==> src/rtl/uart_icb_seq_pkg.sv <==
// Shared UART register map and defaults used by the ICB sequencer and its bench.
package uart_icb_seq_pkg;

    localparam logic [31:0] UART_CSR_ADDR  = 32'h1000_0000;
    localparam logic [31:0] UART_CTRL_ADDR = 32'h1000_0004;
    localparam logic [31:0] UART_DATA_ADDR = 32'h1000_0008;

    // CSR bit that flags the loopback byte as available
    localparam int unsigned UART_RDY_BIT = 4;

endpackage

==> src/rtl/uart_icb_seq_if.sv <==
// ICB command/response bus between the sequencer (master) and the UART (slave).
interface uart_icb_seq_if;

    logic        o_icb_cmd_valid;
    logic        o_icb_cmd_ready;
    logic [31:0] o_icb_cmd_addr;
    logic        o_icb_cmd_read;
    logic [31:0] o_icb_cmd_wdata;
    logic        o_icb_rsp_valid;
    logic        o_icb_rsp_ready;
    logic [31:0] o_icb_rsp_rdata;

    modport master (
        output o_icb_cmd_valid, o_icb_cmd_addr, o_icb_cmd_read, o_icb_cmd_wdata, o_icb_rsp_ready,
        input  o_icb_cmd_ready, o_icb_rsp_valid, o_icb_rsp_rdata
    );

    modport slave (
        input  o_icb_cmd_valid, o_icb_cmd_addr, o_icb_cmd_read, o_icb_cmd_wdata, o_icb_rsp_ready,
        output o_icb_cmd_ready, o_icb_rsp_valid, o_icb_rsp_rdata
    );

endinterface

==> src/rtl/uart_icb_xfer.sv <==
// Single-outstanding ICB master: one start pulse runs one command/response exchange.
module uart_icb_xfer (
    input  logic        clk,
    input  logic        rst_n,
    input  logic        start,
    input  logic [31:0] addr,
    input  logic        read,
    input  logic [31:0] wdata,
    output logic        done,
    output logic [31:0] rdata,
    uart_icb_seq_if.master icb
);

    always_ff @(posedge clk or negedge rst_n) begin
        if (!rst_n) begin
            icb.o_icb_cmd_valid <= 1'b0;
            icb.o_icb_cmd_addr  <= 32'h0;
            icb.o_icb_cmd_read  <= 1'b0;
            icb.o_icb_cmd_wdata <= 32'h0;
            icb.o_icb_rsp_ready <= 1'b0;
        end else if (start && !icb.o_icb_cmd_valid && !icb.o_icb_rsp_ready) begin
            icb.o_icb_cmd_valid <= 1'b1;
            icb.o_icb_cmd_addr  <= addr;
            icb.o_icb_cmd_read  <= read;
            icb.o_icb_cmd_wdata <= wdata;
        end else if (icb.o_icb_cmd_valid && icb.o_icb_cmd_ready) begin
            icb.o_icb_cmd_valid <= 1'b0;
            icb.o_icb_rsp_ready <= 1'b1;
        end else if (icb.o_icb_rsp_ready && icb.o_icb_rsp_valid) begin
            icb.o_icb_rsp_ready <= 1'b0;
        end
    end

    // Responses outside the response phase never reach done
    assign done  = icb.o_icb_rsp_ready && icb.o_icb_rsp_valid;
    assign rdata = icb.o_icb_rsp_rdata;

endmodule

==> src/rtl/uart_icb_seq.sv <==
// UART bring-up and byte loopback sequencer: init writes, then per byte write DATA,
// poll CSR for ready, read DATA back, poll CSR for clear.
module uart_icb_seq
    import uart_icb_seq_pkg::*;
#(
    parameter logic [31:0] CSR_INIT  = 32'h0004_0201,
    parameter logic [31:0] CTRL_INIT = 32'h0000_0111,
    parameter logic [15:0] POLL_MAX  = 16'd1000,
    parameter int unsigned RDY_BIT   = UART_RDY_BIT
) (
    input  logic       clk,
    input  logic       rst_n,
    input  logic       tx_valid,
    output logic       tx_ready,
    input  logic [7:0] tx_data,
    output logic       rx_valid,
    output logic [7:0] rx_data,
    uart_icb_seq_if.master icb,
    output logic       busy,
    output logic       timeout_err
);

    localparam logic [2:0] S_INIT_CSR  = 3'd0;
    localparam logic [2:0] S_INIT_CTRL = 3'd1;
    localparam logic [2:0] S_READY     = 3'd2;
    localparam logic [2:0] S_WR_DATA   = 3'd3;
    localparam logic [2:0] S_POLL_SET  = 3'd4;
    localparam logic [2:0] S_RD_DATA   = 3'd5;
    localparam logic [2:0] S_POLL_CLR  = 3'd6;

    typedef enum logic [2:0] {
        StInitCsr  = S_INIT_CSR,
        StInitCtrl = S_INIT_CTRL,
        StReady    = S_READY,
        StWrData   = S_WR_DATA,
        StPollSet  = S_POLL_SET,
        StRdData   = S_RD_DATA,
        StPollClr  = S_POLL_CLR
    } state_e;

    state_e      state_q;
    logic        issued_q;
    logic        start_q;
    logic [31:0] req_addr_q;
    logic        req_read_q;
    logic [31:0] req_wdata_q;
    logic [7:0]  byte_q;
    logic [15:0] poll_cnt_q;
    logic [15:0] poll_inc;
    logic        xfer_done;
    logic [31:0] xfer_rdata;
    logic        rdy;

    assign poll_inc = (poll_cnt_q == 16'hFFFF) ? poll_cnt_q : poll_cnt_q + 16'd1;
    assign rdy      = xfer_rdata[RDY_BIT[4:0]];

    always_ff @(posedge clk or negedge rst_n) begin
        if (!rst_n) begin
            state_q     <= StInitCsr;
            issued_q    <= 1'b0;
            start_q     <= 1'b0;
            req_addr_q  <= 32'h0;
            req_read_q  <= 1'b0;
            req_wdata_q <= 32'h0;
            byte_q      <= 8'h0;
            poll_cnt_q  <= 16'h0;
            tx_ready    <= 1'b0;
            rx_valid    <= 1'b0;
            rx_data     <= 8'h0;
            busy        <= 1'b1;
            timeout_err <= 1'b0;
        end else begin
            start_q  <= 1'b0;
            rx_valid <= 1'b0;
            // Every non-READY state issues exactly one access, then waits for its done
            if (state_q != StReady && !issued_q) begin
                start_q  <= 1'b1;
                issued_q <= 1'b1;
                case (state_q)
                    StInitCsr: begin
                        req_addr_q  <= UART_CSR_ADDR;
                        req_read_q  <= 1'b0;
                        req_wdata_q <= CSR_INIT;
                    end
                    StInitCtrl: begin
                        req_addr_q  <= UART_CTRL_ADDR;
                        req_read_q  <= 1'b0;
                        req_wdata_q <= CTRL_INIT;
                    end
                    StWrData: begin
                        req_addr_q  <= UART_DATA_ADDR;
                        req_read_q  <= 1'b0;
                        req_wdata_q <= {24'h0, byte_q};
                    end
                    StRdData: begin
                        req_addr_q  <= UART_DATA_ADDR;
                        req_read_q  <= 1'b1;
                        req_wdata_q <= 32'h0;
                    end
                    default: begin
                        req_addr_q  <= UART_CSR_ADDR;
                        req_read_q  <= 1'b1;
                        req_wdata_q <= 32'h0;
                    end
                endcase
            end
            if (xfer_done) begin
                issued_q <= 1'b0;
                case (state_q)
                    StInitCsr: state_q <= StInitCtrl;
                    StInitCtrl: begin
                        state_q  <= StReady;
                        tx_ready <= 1'b1;
                        busy     <= 1'b0;
                    end
                    StWrData: begin
                        state_q    <= StPollSet;
                        poll_cnt_q <= 16'h0;
                    end
                    StPollSet: begin
                        if (rdy) begin
                            state_q <= StRdData;
                        end else if (poll_inc >= POLL_MAX) begin
                            state_q     <= StReady;
                            tx_ready    <= 1'b1;
                            busy        <= 1'b0;
                            timeout_err <= 1'b1;
                        end else begin
                            poll_cnt_q <= poll_inc;
                        end
                    end
                    StRdData: begin
                        rx_valid   <= 1'b1;
                        rx_data    <= xfer_rdata[7:0];
                        state_q    <= StPollClr;
                        poll_cnt_q <= 16'h0;
                    end
                    StPollClr: begin
                        if (!rdy || poll_inc >= POLL_MAX) begin
                            state_q  <= StReady;
                            tx_ready <= 1'b1;
                            busy     <= 1'b0;
                            if (rdy) timeout_err <= 1'b1;
                        end else begin
                            poll_cnt_q <= poll_inc;
                        end
                    end
                    default: ;
                endcase
            end
            if (state_q == StReady && tx_valid && tx_ready) begin
                byte_q   <= tx_data;
                state_q  <= StWrData;
                tx_ready <= 1'b0;
                busy     <= 1'b1;
            end
        end
    end

    uart_icb_xfer u_xfer (
        .clk   (clk),
        .rst_n (rst_n),
        .start (start_q),
        .addr  (req_addr_q),
        .read  (req_read_q),
        .wdata (req_wdata_q),
        .done  (xfer_done),
        .rdata (xfer_rdata),
        .icb   (icb)
    );

endmodule

==> src/flat_wrapper.sv <==
// flat-port wrapper written by rule: the top's interface ports become plain ports
module uart_icb_seq_flat import uart_icb_seq_pkg::*;
#(
    parameter logic [31:0] CSR_INIT  = 32'h0004_0201,
    parameter logic [31:0] CTRL_INIT = 32'h0000_0111,
    parameter logic [15:0] POLL_MAX  = 16'd1000,
    parameter int unsigned RDY_BIT   = UART_RDY_BIT
)
  (clk, rst_n, tx_valid, tx_ready, tx_data, rx_valid, rx_data, busy, timeout_err, icb_o_icb_cmd_valid, icb_o_icb_cmd_addr, icb_o_icb_cmd_read, icb_o_icb_cmd_wdata, icb_o_icb_rsp_ready, icb_o_icb_cmd_ready, icb_o_icb_rsp_valid, icb_o_icb_rsp_rdata);
  uart_icb_seq_if icb_i ();
  input  logic clk;
  input  logic rst_n;
  input  logic tx_valid;
  output logic tx_ready;
  input  logic [7:0] tx_data;
  output logic rx_valid;
  output logic [7:0] rx_data;
  output logic busy;
  output logic timeout_err;
  output wire logic [$bits(icb_i.o_icb_cmd_valid)-1:0] icb_o_icb_cmd_valid;
  output wire logic [$bits(icb_i.o_icb_cmd_addr)-1:0] icb_o_icb_cmd_addr;
  output wire logic [$bits(icb_i.o_icb_cmd_read)-1:0] icb_o_icb_cmd_read;
  output wire logic [$bits(icb_i.o_icb_cmd_wdata)-1:0] icb_o_icb_cmd_wdata;
  output wire logic [$bits(icb_i.o_icb_rsp_ready)-1:0] icb_o_icb_rsp_ready;
  input wire logic [$bits(icb_i.o_icb_cmd_ready)-1:0] icb_o_icb_cmd_ready;
  input wire logic [$bits(icb_i.o_icb_rsp_valid)-1:0] icb_o_icb_rsp_valid;
  input wire logic [$bits(icb_i.o_icb_rsp_rdata)-1:0] icb_o_icb_rsp_rdata;
  assign icb_o_icb_cmd_valid = icb_i.o_icb_cmd_valid;
  assign icb_o_icb_cmd_addr = icb_i.o_icb_cmd_addr;
  assign icb_o_icb_cmd_read = icb_i.o_icb_cmd_read;
  assign icb_o_icb_cmd_wdata = icb_i.o_icb_cmd_wdata;
  assign icb_o_icb_rsp_ready = icb_i.o_icb_rsp_ready;
  assign icb_i.o_icb_cmd_ready = icb_o_icb_cmd_ready;
  assign icb_i.o_icb_rsp_valid = icb_o_icb_rsp_valid;
  assign icb_i.o_icb_rsp_rdata = icb_o_icb_rsp_rdata;
  uart_icb_seq #(.CSR_INIT(CSR_INIT), .CTRL_INIT(CTRL_INIT), .POLL_MAX(POLL_MAX), .RDY_BIT(RDY_BIT)) u_core (.clk(clk), .rst_n(rst_n), .tx_valid(tx_valid), .tx_ready(tx_ready), .tx_data(tx_data), .rx_valid(rx_valid), .rx_data(rx_data), .icb(icb_i), .busy(busy), .timeout_err(timeout_err));
endmodule
==> config.mk <==
export PLATFORM = sky130hd
export DESIGN_NAME = uart_icb_seq_flat
export DESIGN_NICKNAME = d
export VERILOG_FILES = /design/src/rtl/uart_icb_seq_pkg.sv /design/src/rtl/uart_icb_seq_if.sv /design/src/rtl/uart_icb_xfer.sv /design/src/rtl/uart_icb_seq.sv /design/src/flat_wrapper.sv
export SDC_FILE = /design/constraint.sdc
export NUM_CORES = 1
export LEC_CHECK = 0
export ABC_AREA = 1
export ABC_CLOCK_PERIOD_IN_PS = 6000
export BUFFER_PORTS_ARGS = -buffer_cell sky130_fd_sc_hd__buf_2
export CORE_MARGIN = 2
export CORE_UTILIZATION = 50
export DETAILED_ROUTE_END_ITERATION = 10
export PLACE_DENSITY = 0.89
export SLEW_MARGIN = 5
export SYNTH_ARGS = -nofsm -noshare
export SYNTH_HDL_FRONTEND = slang
export SYNTH_SLANG_ARGS = --single-unit
==> constraint.sdc <==
create_clock -name clk -period 6 [get_ports clk]
set_clock_uncertainty 0.05 [all_clocks]
set_input_delay 1.2 -clock clk [delete_from_list [all_inputs] [get_ports clk]]
set_output_delay 1.2 -clock clk [all_outputs]
set_load 0.02 [all_outputs]
Word level (Yosys, flattened, before mapping)
Index checks and enable logic that the tools add are counted.
- bits of input ports: 45
- bits in registers: 173
- word-level logic and storage cells: 106
- reductions and logical operators: 29
- mux-type cells: 38
- bitwise operators: 1
- magnitude comparators: 1
- add/sub/neg operators: 1
- equality and inequality tests: 18
- operator list (cell ; number):
    $mux 16 ; 4
    $pmux 19 s3 ; 1
    $pmux 16 s3 ; 1
    $mux 1 ; 22
    $pmux 3 s6 ; 1
    $add 16x1->16 const B ; 1
    $eq 16x16->1 const B ; 1
    $ge 16x10->1 const B ; 1
    $mux 3 ; 5
    $reduce_and 5->1 ; 2
    $reduce_bool 2->1 ; 5
    $eq 3x3->1 const B ; 3
    $ne 2x2->1 const B ; 4
    $pmux 4 s2 ; 1
    $logic_and 1x1->1 ; 7
    $reduce_bool 7->1 ; 1
    $eq 3x2->1 const B ; 2
    $ne 3x1->1 const B ; 2
    $ne 3x2->1 const B ; 2
    $pmux 1 s3 ; 2
    $reduce_and 6->1 ; 1
    $logic_not 1->1 ; 4
    $ne 2x1->1 const B ; 2
    $ne 4x2->1 const B ; 1
    11 further kinds ; 12

Longest topological paths before layout
Gate-level depths: netlist (run 1).
- word-level depth: 8
- mapped depth: 14

By module
Synthesis (run 1) repeated with hierarchy kept, for this count alone.
- cells, all modules: 714
- area, all modules: 5931.9 µm²
- by module, submodules not included (module ; area each (µm²) ; sequential area each (µm²) ; instances ; cells an instance):
    uart_icb_xfer ; 3006.6 ; 1676.6 ; 1 ; 330
    uart_icb_seq ; 2925.3 ; 1377.6 ; 1 ; 384

Worst setup path after synthesis (run 1)
Ideal clock, no wire load.
- kind: in2reg
- from: in icb_o_icb_rsp_valid
- to: reg u_core.poll_cnt_q[1]
- path buffers: 1
- setup slack: 3813 ps
- data required time: 5827 ps
- stages: 8
- setup time: 123 ps
- data arrival time: 2014 ps
- path through: nand2_1 -> inv_1 -> o211ai_1 -> a21oi_1 -> o21ai_4 -> buf_6 -> nand2_1 -> o21ai_2
- cells in the longest elaborated chain, start to end: 2
- RTL lines (what ; RTL line ; RTL):
    start, declared ; flat_wrapper.sv:26 ; input wire logic [$bits(icb_i.o_icb_rsp_valid)-1:0] icb_o_icb_rsp_valid;
    $logic_and 1x1->1 ; uart_icb_xfer.sv:35 ; assign done = icb.o_icb_rsp_ready && icb.o_icb_rsp_valid;
    $reduce_and 5->1 (no line) ; -- ;
    end signal, assigned ; uart_icb_seq.sv:129 ; poll_cnt_q <= poll_inc;
    end signal, assigned ; uart_icb_seq.sv:145 ; poll_cnt_q <= poll_inc;
    end, declared ; uart_icb_seq.sv:48 ; logic [15:0] poll_cnt_q;
Every way passes these cells.
A chain may end at the register's enable or synchronous reset.

Final worst setup path (run 1)
- from: reg u_core.poll_cnt_q[0]
- to: reg u_core.poll_cnt_q[15]
- cells in the longest elaborated chain, start to end: 6
- RTL lines (what ; RTL line ; RTL):
    $add 16x1->16 or $eq 16x16->1 (tied branches) ; uart_icb_seq.sv:54 ; assign poll_inc = (poll_cnt_q == 16'hFFFF) ? poll_cnt_q : poll_cnt_q + 16'd1;
    $mux 16 (*) ; uart_icb_seq.sv:54 ;
    $ge 16x10->1 ; uart_icb_seq.sv:123, uart_icb_seq.sv:139 ;
    $logic_or 1x1->1 ; uart_icb_seq.sv:139 ; if (!rdy || poll_inc >= POLL_MAX) begin
    $ne 2x2->1 (no line) ; -- ;
    $reduce_and 5->1 (no line) ; -- ;
Every way passes the cells marked *; elsewhere a longest branch is shown, timed or not. The select of a mux whose other input is x is not followed.

==> results of run 1 <==
-- sequential cells by signal, indices dropped and copies added, names as in the netlist, 3 cells and up --
| name | count |
|---|---|
| u_core.poll_cnt_q | 16 |
| u_core.req_wdata_q | 10 |
| u_core.u_xfer.icb.o_icb_cmd_addr | 3 |
| u_core.req_addr_q | 3 |
| u_core.rx_data | 8 |
| u_core.byte_q | 8 |
| u_core.u_xfer.icb.o_icb_cmd_wdata | 10 |
| u_core.state_q | 3 |
-- final cells by class --
cell class,instances,area [µm²]
fillers,629,3140
repair buffers,50,253
clock buffers,9,124
clock inverters,7,128
multi-input cells,314,1610
well taps,99,124
flip-flops and latches,71,1780
inverters,47,176
-- where the power goes --
part | internal [mW] | switching (mW)
logic | 0.175 | 0.365
clock network | 0.282 | 0.196
registers | 0.626 | 0.0944
total | 1.08 | 0.656
-- placed cells by master, fill, tap and decap left out, types with 2 or more instances in the layout --
master     netlist  final
a21oi_1          3      3
buf_2            0     49
bufinv_16        0      3
clkbuf_8         0      9
clkinv_4         0      2
conb_1           1     50
dfrtp_1         70     70
inv_1           46     46
mux2_2          17     17
nand2_1         97     97
nand2_2          3      3
nand3_1         28     28
nand3_2          4      4
nand4_1         11     11
nor2_1          37     37
nor2_2           4      4
nor2_4           2      2
o211ai_1         4      4
o21ai_0         31     31
o21ai_2         10     10
o21bai_1         2      2
or2_2            2      2
xor2_1           2      2
-- metal layers --
metal / global-route usage [%] / part of all wire (%) / vias up
met5: 0 / 0 / -
met4: 6.06 / 2.2 / 0
met2: 33.3 / 50 / 160
met1: 24.4 / 41 / 1436
li1: - / - / 1420
met3: 4.48 / 6.8 / 21
-- final timing paths --
| kind | start | end | slack (ps) |
|---|---|---|---|
| worst max-delay path | u_core.poll_cnt_q[0]$_DFFE_PN0P_ | u_core.poll_cnt_q[15]$_DFFE_PN0P_ | 3200 |
| worst min-delay path | u_core.req_addr_q[28]$_DFFE_PN0P_ | u_core.req_addr_q[28]$_DFFE_PN0P_ | 400 |
| worst max register to register | u_core.poll_cnt_q[0]$_DFFE_PN0P_ | u_core.poll_cnt_q[15]$_DFFE_PN0P_ | 3200 |
| worst min register to register | u_core.req_addr_q[28]$_DFFE_PN0P_ | u_core.req_addr_q[28]$_DFFE_PN0P_ | 400 |
| max in group asynchronous | rst_n | u_core.poll_cnt_q[7]$_DFFE_PN0P_ | 4340 |
| min in group asynchronous | rst_n | u_core.poll_cnt_q[13]$_DFFE_PN0P_ | 970 |
-- logic make-up (layout without fill, tap and decap cells) --
logic type / count (synthesis) / in the layout
xor+xnor: 3 / 3
fa+ha+maj: 1 / 1
mux: 17 / 17
simple gates: 190 / 190
flops: 71 / 71
compound gates: 53 / 53
other cells: 1 / 50
buf+inv: 106 / 113
-- stage by stage --
| step | utilization, % | instances |
|---|---|---|
| final | 57.2 | 597 |
| after global routing | 57.2 | 597 |
| after CTS | 57.2 | 597 |
| after detailed placement | 53.7 | 581 |
| after global placement | 53.7 | 581 |
| after floorplan | - | 491 |
-- critical path: cells and delay by family (launching register included) --
kind	cells	cell delay (ps)
compound gates	1	560
buf+inv	2	340
fa+ha+maj	1	200
flops	1	430
simple gates	7	1140
==> impl_results.md, run 1 <==
- Status: complete, no violations
- Placed cell area: 3940 µm²
- Total Routing Usage GR: 19.4%
- Max_cap viols: 0
- Power Density: 415 nW/µm²
- Area Growth Syn to Fin: 9.88%
- Fraction of registers with async set/reset: 100%
- Share of layout cells above drive strength 1: 22.3%
- DR vias: 3037
- Synth top cells by count: nand2_1 (97), dfrtp_1 (70), buf_4 (51)
- Critical Path Slowest Stage Cell: o21ai_4
- CTS tree: built
- Gr ovfl total: 0
- Register bit total from synthesis: 71
- Buffers added on ports: 49
- Core area: 7330 µm²
- Post-Syn Instances: 442
- Die Y: 91.3 µm
- Top post-synthesis cells by area: dfrtp_1 (46%), buf_4 (10%), nand2_1 (9.5%)
- Hold_ws: 403 ps
- CTS H-tree depth: 3
- Worst-Margin Slew: 1000 ps
- Final worst path period need: 2800 ps
- Setup violations, final: 0
- Max frequency: 357 MHz
- Synth warn: 0
- Num CTS Buffers: 9
- Die Wd: 91.3 µm
- Pwr Total: 1.74 mW
- Crit-path cells: ha_1 > inv_1 > nor2_4 > nand4_4 > nand2_1 > nand3_2 > nor2_2 > nor2_2 > o21ai_4 > inv_1 > nor2_1
- RSZ-0062 raised after global routing: no
- PnR worst setup slack: 3200 ps
- Die footprint: 8340 µm²
- Row count: 31
- Worst IR Drop VDD: 0.274 mV
- Seq/Total Area, Yosys: 46.6%
- Cell Area, Synth: 3810 µm²
- Post-route ant nets: 0
- Final hold vios: 0
- Crit path DAT: 3040 ps
- XOR/XNOR Fraction of Synth Area: 0.689%
- Starting density of the core: 52.0%
- Initial antenna violation count: 0
- Avg Cell Area, Syn: 8.63 µm²
- CP peak stage delay: 560 ps
- 1st-iter DRT viols: 158
- Final TNS setup: 0 ps
- Drt first pass iters: 6
- Rel. slew slack: 33.0%
- Post-CTS sizing: 0
- Total Wirelength: 7.52 mm
- Worst reg2reg path depth: 11
- Critical path peak fanout: 21
- Final nets: 539
- CP Launch Type: register
- Min-Delay Path Depth: 2
- N_diodes: 0
- Post-route DRC: 0
- Finished Cell Area: 4190 µm²
- Pleak: 2.20 nW
- Max clock buf depth: 2
- Largest net degree at the start of global routing: 72
- Simple-Gate Fraction of Synth Area: 22.5%
- Clock Sinks: 71
- Later-pin clock latency in the skew report: 360 ps
- Count of final max-slew check failures: 0
- Vias per cell: 5.09
- CTS root buf: clkbuf_8
- Setup bufs post-CTS: 0
- Most frequent cell after synthesis: nand2_1
- Boundary pin count: 124
- Crit share post-route: 46.7%
- Critical Path Sink Type: register
- Multiplexer area fraction after synthesis: 5.02%
- Post-synth EDFFs: 0
- Largest family of logic cells by synthesized area: simple AND/OR/NAND/NOR gates
- Post-CTS Hold Buffers: 0
- HPWL after detailed placement: 5.27 mm
- Synth top area share: 45.9%
- Wire per inst: 12.6 µm
- First-pass GRT wire length: 13.1 mm
- Worst-path clk slew: 80 ps
- Type of the tightest min-delay check: reg -> reg
- Distinct cell type count after synthesis: 32
- Area share of fa/ha/maj cells after synthesis: 0.328%
- Vias in the first global route: 2898
- Synth Area in Compound Gates: 8.73%
- GP Congestion: 0.916
- Leading area contributor after synthesis: dfrtp_1
- WS Path Type: reg -> reg
- Dpl ws: 3200 ps
- Worst Path Required: 6230 ps
- Main synth FF type: dfrtp_1
No activity file was read; power rests on OpenSTA's default activity.
==> run 2: changes to the inputs <==
--- a/config.mk
+++ b/config.mk
@@ -6,12 +6,12 @@
 export NUM_CORES = 1
 export LEC_CHECK = 0
 export ABC_AREA = 1
-export ABC_CLOCK_PERIOD_IN_PS = 6000
+export ABC_CLOCK_PERIOD_IN_PS = 2300
 export BUFFER_PORTS_ARGS = -buffer_cell sky130_fd_sc_hd__buf_2
 export CORE_MARGIN = 2
-export CORE_UTILIZATION = 50
+export CORE_UTILIZATION = 46
 export DETAILED_ROUTE_END_ITERATION = 10
-export PLACE_DENSITY = 0.89
+export PLACE_DENSITY = 0.86
 export SLEW_MARGIN = 5
 export SYNTH_ARGS = -nofsm -noshare
 export SYNTH_HDL_FRONTEND = slang
==> constraint.sdc (replaced) <==
create_clock -name clk -period 2.3 [get_ports clk]
set_clock_uncertainty 0.05 [all_clocks]
set_input_delay 0.46 -clock clk [delete_from_list [all_inputs] [get_ports clk]]
set_output_delay 0.46 -clock clk [all_outputs]
set_load 0.02 [all_outputs]
==> run 2 against run 1 <==
Worst hold slack got worse by 320 ps; largest power group unchanged; via count grew 2.7%; setup slack got worse by 3200 ps; critical path type unchanged; critical endpoint is now u_core.poll_cnt_q[3]$_DFFE_PN0P_; largest cell class unchanged; non-clock buffer count up 18.
==> impl_results.md, run 2 (same netlist as run 1, synthesis figures left out) <==
- Status: complete, no violations
- CP Launch Type: register
- Largest net degree at the start of global routing: 72 (unchanged)
- Rel. slew slack: 62.1% (+29 points)
- Post-route ant nets: 0 (unchanged)
- WS Path Type: reg -> reg
- Setup violations, final: 0 (unchanged)
- RSZ-0062 raised after global routing: yes
- Initial antenna violation count: 0 (unchanged)
- 1st-iter DRT viols: 420 (+170%)
- Most common cell after layout, fill and taps aside: nand2_1
- Critical Path Sink Type: register
- Type of the tightest min-delay check: in -> async
- Final TNS setup: 0 ps (unchanged)
- Row count: 33 (+6.5%)
- Gr ovfl total: 0 (unchanged)
- Total Routing Usage GR: 17.4% (-2.0 points)
- HPWL after detailed placement: 5.47 mm (+3.9%)
- Power Density: 979 nW/µm² (+140%)
- R2r startpoint: u_core.poll_cnt_q[1]$_DFFE_PN0P_
- Worst-Margin Slew: 563 ps (-439 ps)
- Share of layout cells above drive strength 1: 28.9% (+6.6 points)
- CP peak stage delay: 440 ps (-120 ps)
- Die Wd: 95.1 µm (+4.1%)
- Max_cap viols: 0 (unchanged)
- Total Wirelength: 7.94 mm (+5.6%)
- N_diodes: 0 (unchanged)
- Drt first pass iters: 5 (-1)
- Post-route DRC: 0 (unchanged)
- DR vias: 3120 (+2.7%)
- Post-CTS Hold Buffers: 0 (unchanged)
- Area Growth Syn to Fin: 16.0%
- Die footprint: 9030 µm² (+8.3%)
- Critical Path Slowest Stage Cell: dfrtp_1
- Worst-path clk slew: 80 ps (about the same)
- Clock Sinks: 71 (unchanged)
- CTS tree: built
- Crit-path cells: buf_6 > nand2_1 > nor2_2 > nand2_2 > o21bai_1 > nand2_1 > nand2_1 > nand2_1 > nor2_4 > nor2_4 > o21ai_4 > clkbuf_16 > o21ai_2
- Final nets: 560 (+3.9%)
- Later-pin clock latency in the skew report: 350 ps (about the same)
- GP Congestion: 0.890 (-2.8%)
- Final hold vios: 0 (unchanged)
- Num CTS Buffers: 9 (unchanged)
- Critical path peak fanout: 7 (-67%)
- CTS H-tree depth: 3 (unchanged)
- Starting density of the core: 46.9% (-5.1 points)
- Worst Path Required: 2490 ps (-3740 ps)
- CP most frequent cell: nand2_1
- Crit share post-route: 99.5% (+53 points)
- Top Registers: u_core.poll_cnt_q (16), u_core.req_wdata_q (10), u_core.u_xfer.icb.o_icb_cmd_wdata (10)
- Worst IR Drop VDD: 0.645 mV (+140%)
- Number of flip-flops in the largest register: 16 (unchanged)
- First-pass GRT wire length: 12.3 mm (-6.5%)
- Most frequent cells in the layout: nand2_1 (93), dfrtp_1 (68), conb_1 (50)
- Buffers added on ports: 49 (unchanged)
- Die Y: 95.1 µm (+4.1%)
- Wire per inst: 12.7 µm (+1.1%)
- Pleak: 2.28 nW (+3.6%)
- Core area: 8130 µm² (+11%)
- Critical Path Source: u_core.poll_cnt_q[1]$_DFFE_PN0P_
- Count of final max-slew check failures: 0 (unchanged)
- Crit path DAT: 2480 ps (-560 ps)
- Vias in the first global route: 2735 (-5.6%)
- Vias per cell: 5.00 (-1.7%)
- Max frequency: 437 MHz (+22%)
- Max clock buf depth: 2 (unchanged)
- Final Util: 54.4% (-2.8 points)
- CTS root buf: clkbuf_8
- Final worst path period need: 2290 ps (-514 ps)
- Top reg by flops: u_core.poll_cnt_q
- # fillers: 675 (+7.3%)
- Boundary pin count: 124 (unchanged)
## run 2: worst paths after layout
| check | slack (ps) | cells after the start | endpoint |
|---|---|---|---|
| min in group clk | 260 | 2 | u_core.u_xfer.icb.o_icb_rsp_ready$_DFFE_PN0P_ |
| max in group asynchronous | 1790 | 2 | u_core.poll_cnt_q[2]$_DFFE_PN0P_ |
| min | 80 | 2 | u_core.poll_cnt_q[10]$_DFFE_PN0P_ |
| max reg2reg | 10 | 13 | u_core.poll_cnt_q[3]$_DFFE_PN0P_ |
| min reg2reg | 410 | 2 | u_core.req_addr_q[28]$_DFFE_PN0P_ |
| max | 10 | 13 | u_core.poll_cnt_q[3]$_DFFE_PN0P_ |
## run 2: through the flow
step	hold slack, ps	worst slack, ps	instance area (µm²)	power, mW	cells
global placement	383	66.9	4040	3.25	596
finish	81.8	11.6	4420	4.33	624
global route	103	-115	4420	4.62	624
floorplan	114	310	4000	2.95	491
CTS	94.3	25.9	4270	4.27	616
detailed placement	395	-17.1	4040	3.33	596
## run 2: repair_timing
item	in CTS	in global routing
resized for setup	1	27
endpoints found under the setup margin	14	22
setup buffers	3	5
pin swaps	2	12
cloned	1	3
## run 2: layer usage
metal,routed length (µm),track usage [%],vias up
li1,-,-,1477
met1,3200,22.3,1469
met2,4020,29.0,149
met3,496,3.64,25
met4,230,7.13,0
met5,0,0,-
## run 2: power breakdown
group	internal, mW	switching, mW	leakage (nW)
registers	1.63	0.243	0.914
logic	0.522	1.00	1.28
clock network	0.413	0.518	0.0863
total	2.57	1.76	2.28
## run 2: critical path, delay by kind of cell, from the launching register on
| kind | cells | cell delay [ps] |
|---|---|---|
| AND/OR/NAND/NOR | 8 | 790 |
| AO/OA/AOI/OAI | 3 | 540 |
| flip-flops | 1 | 440 |
| buffers and inverters | 2 | 360 |
## run 2: final cells by class
type                    count  area (µm²)  area share (%)
inverters                  47         179            4.05
repair buffers             68         434            9.82
clock inverters             7        62.6            1.41
well taps                 105         131            2.97
multi-input cells         317        1710            38.7
clock buffers               9         124            2.80
flip-flops and latches     71        1780            40.3
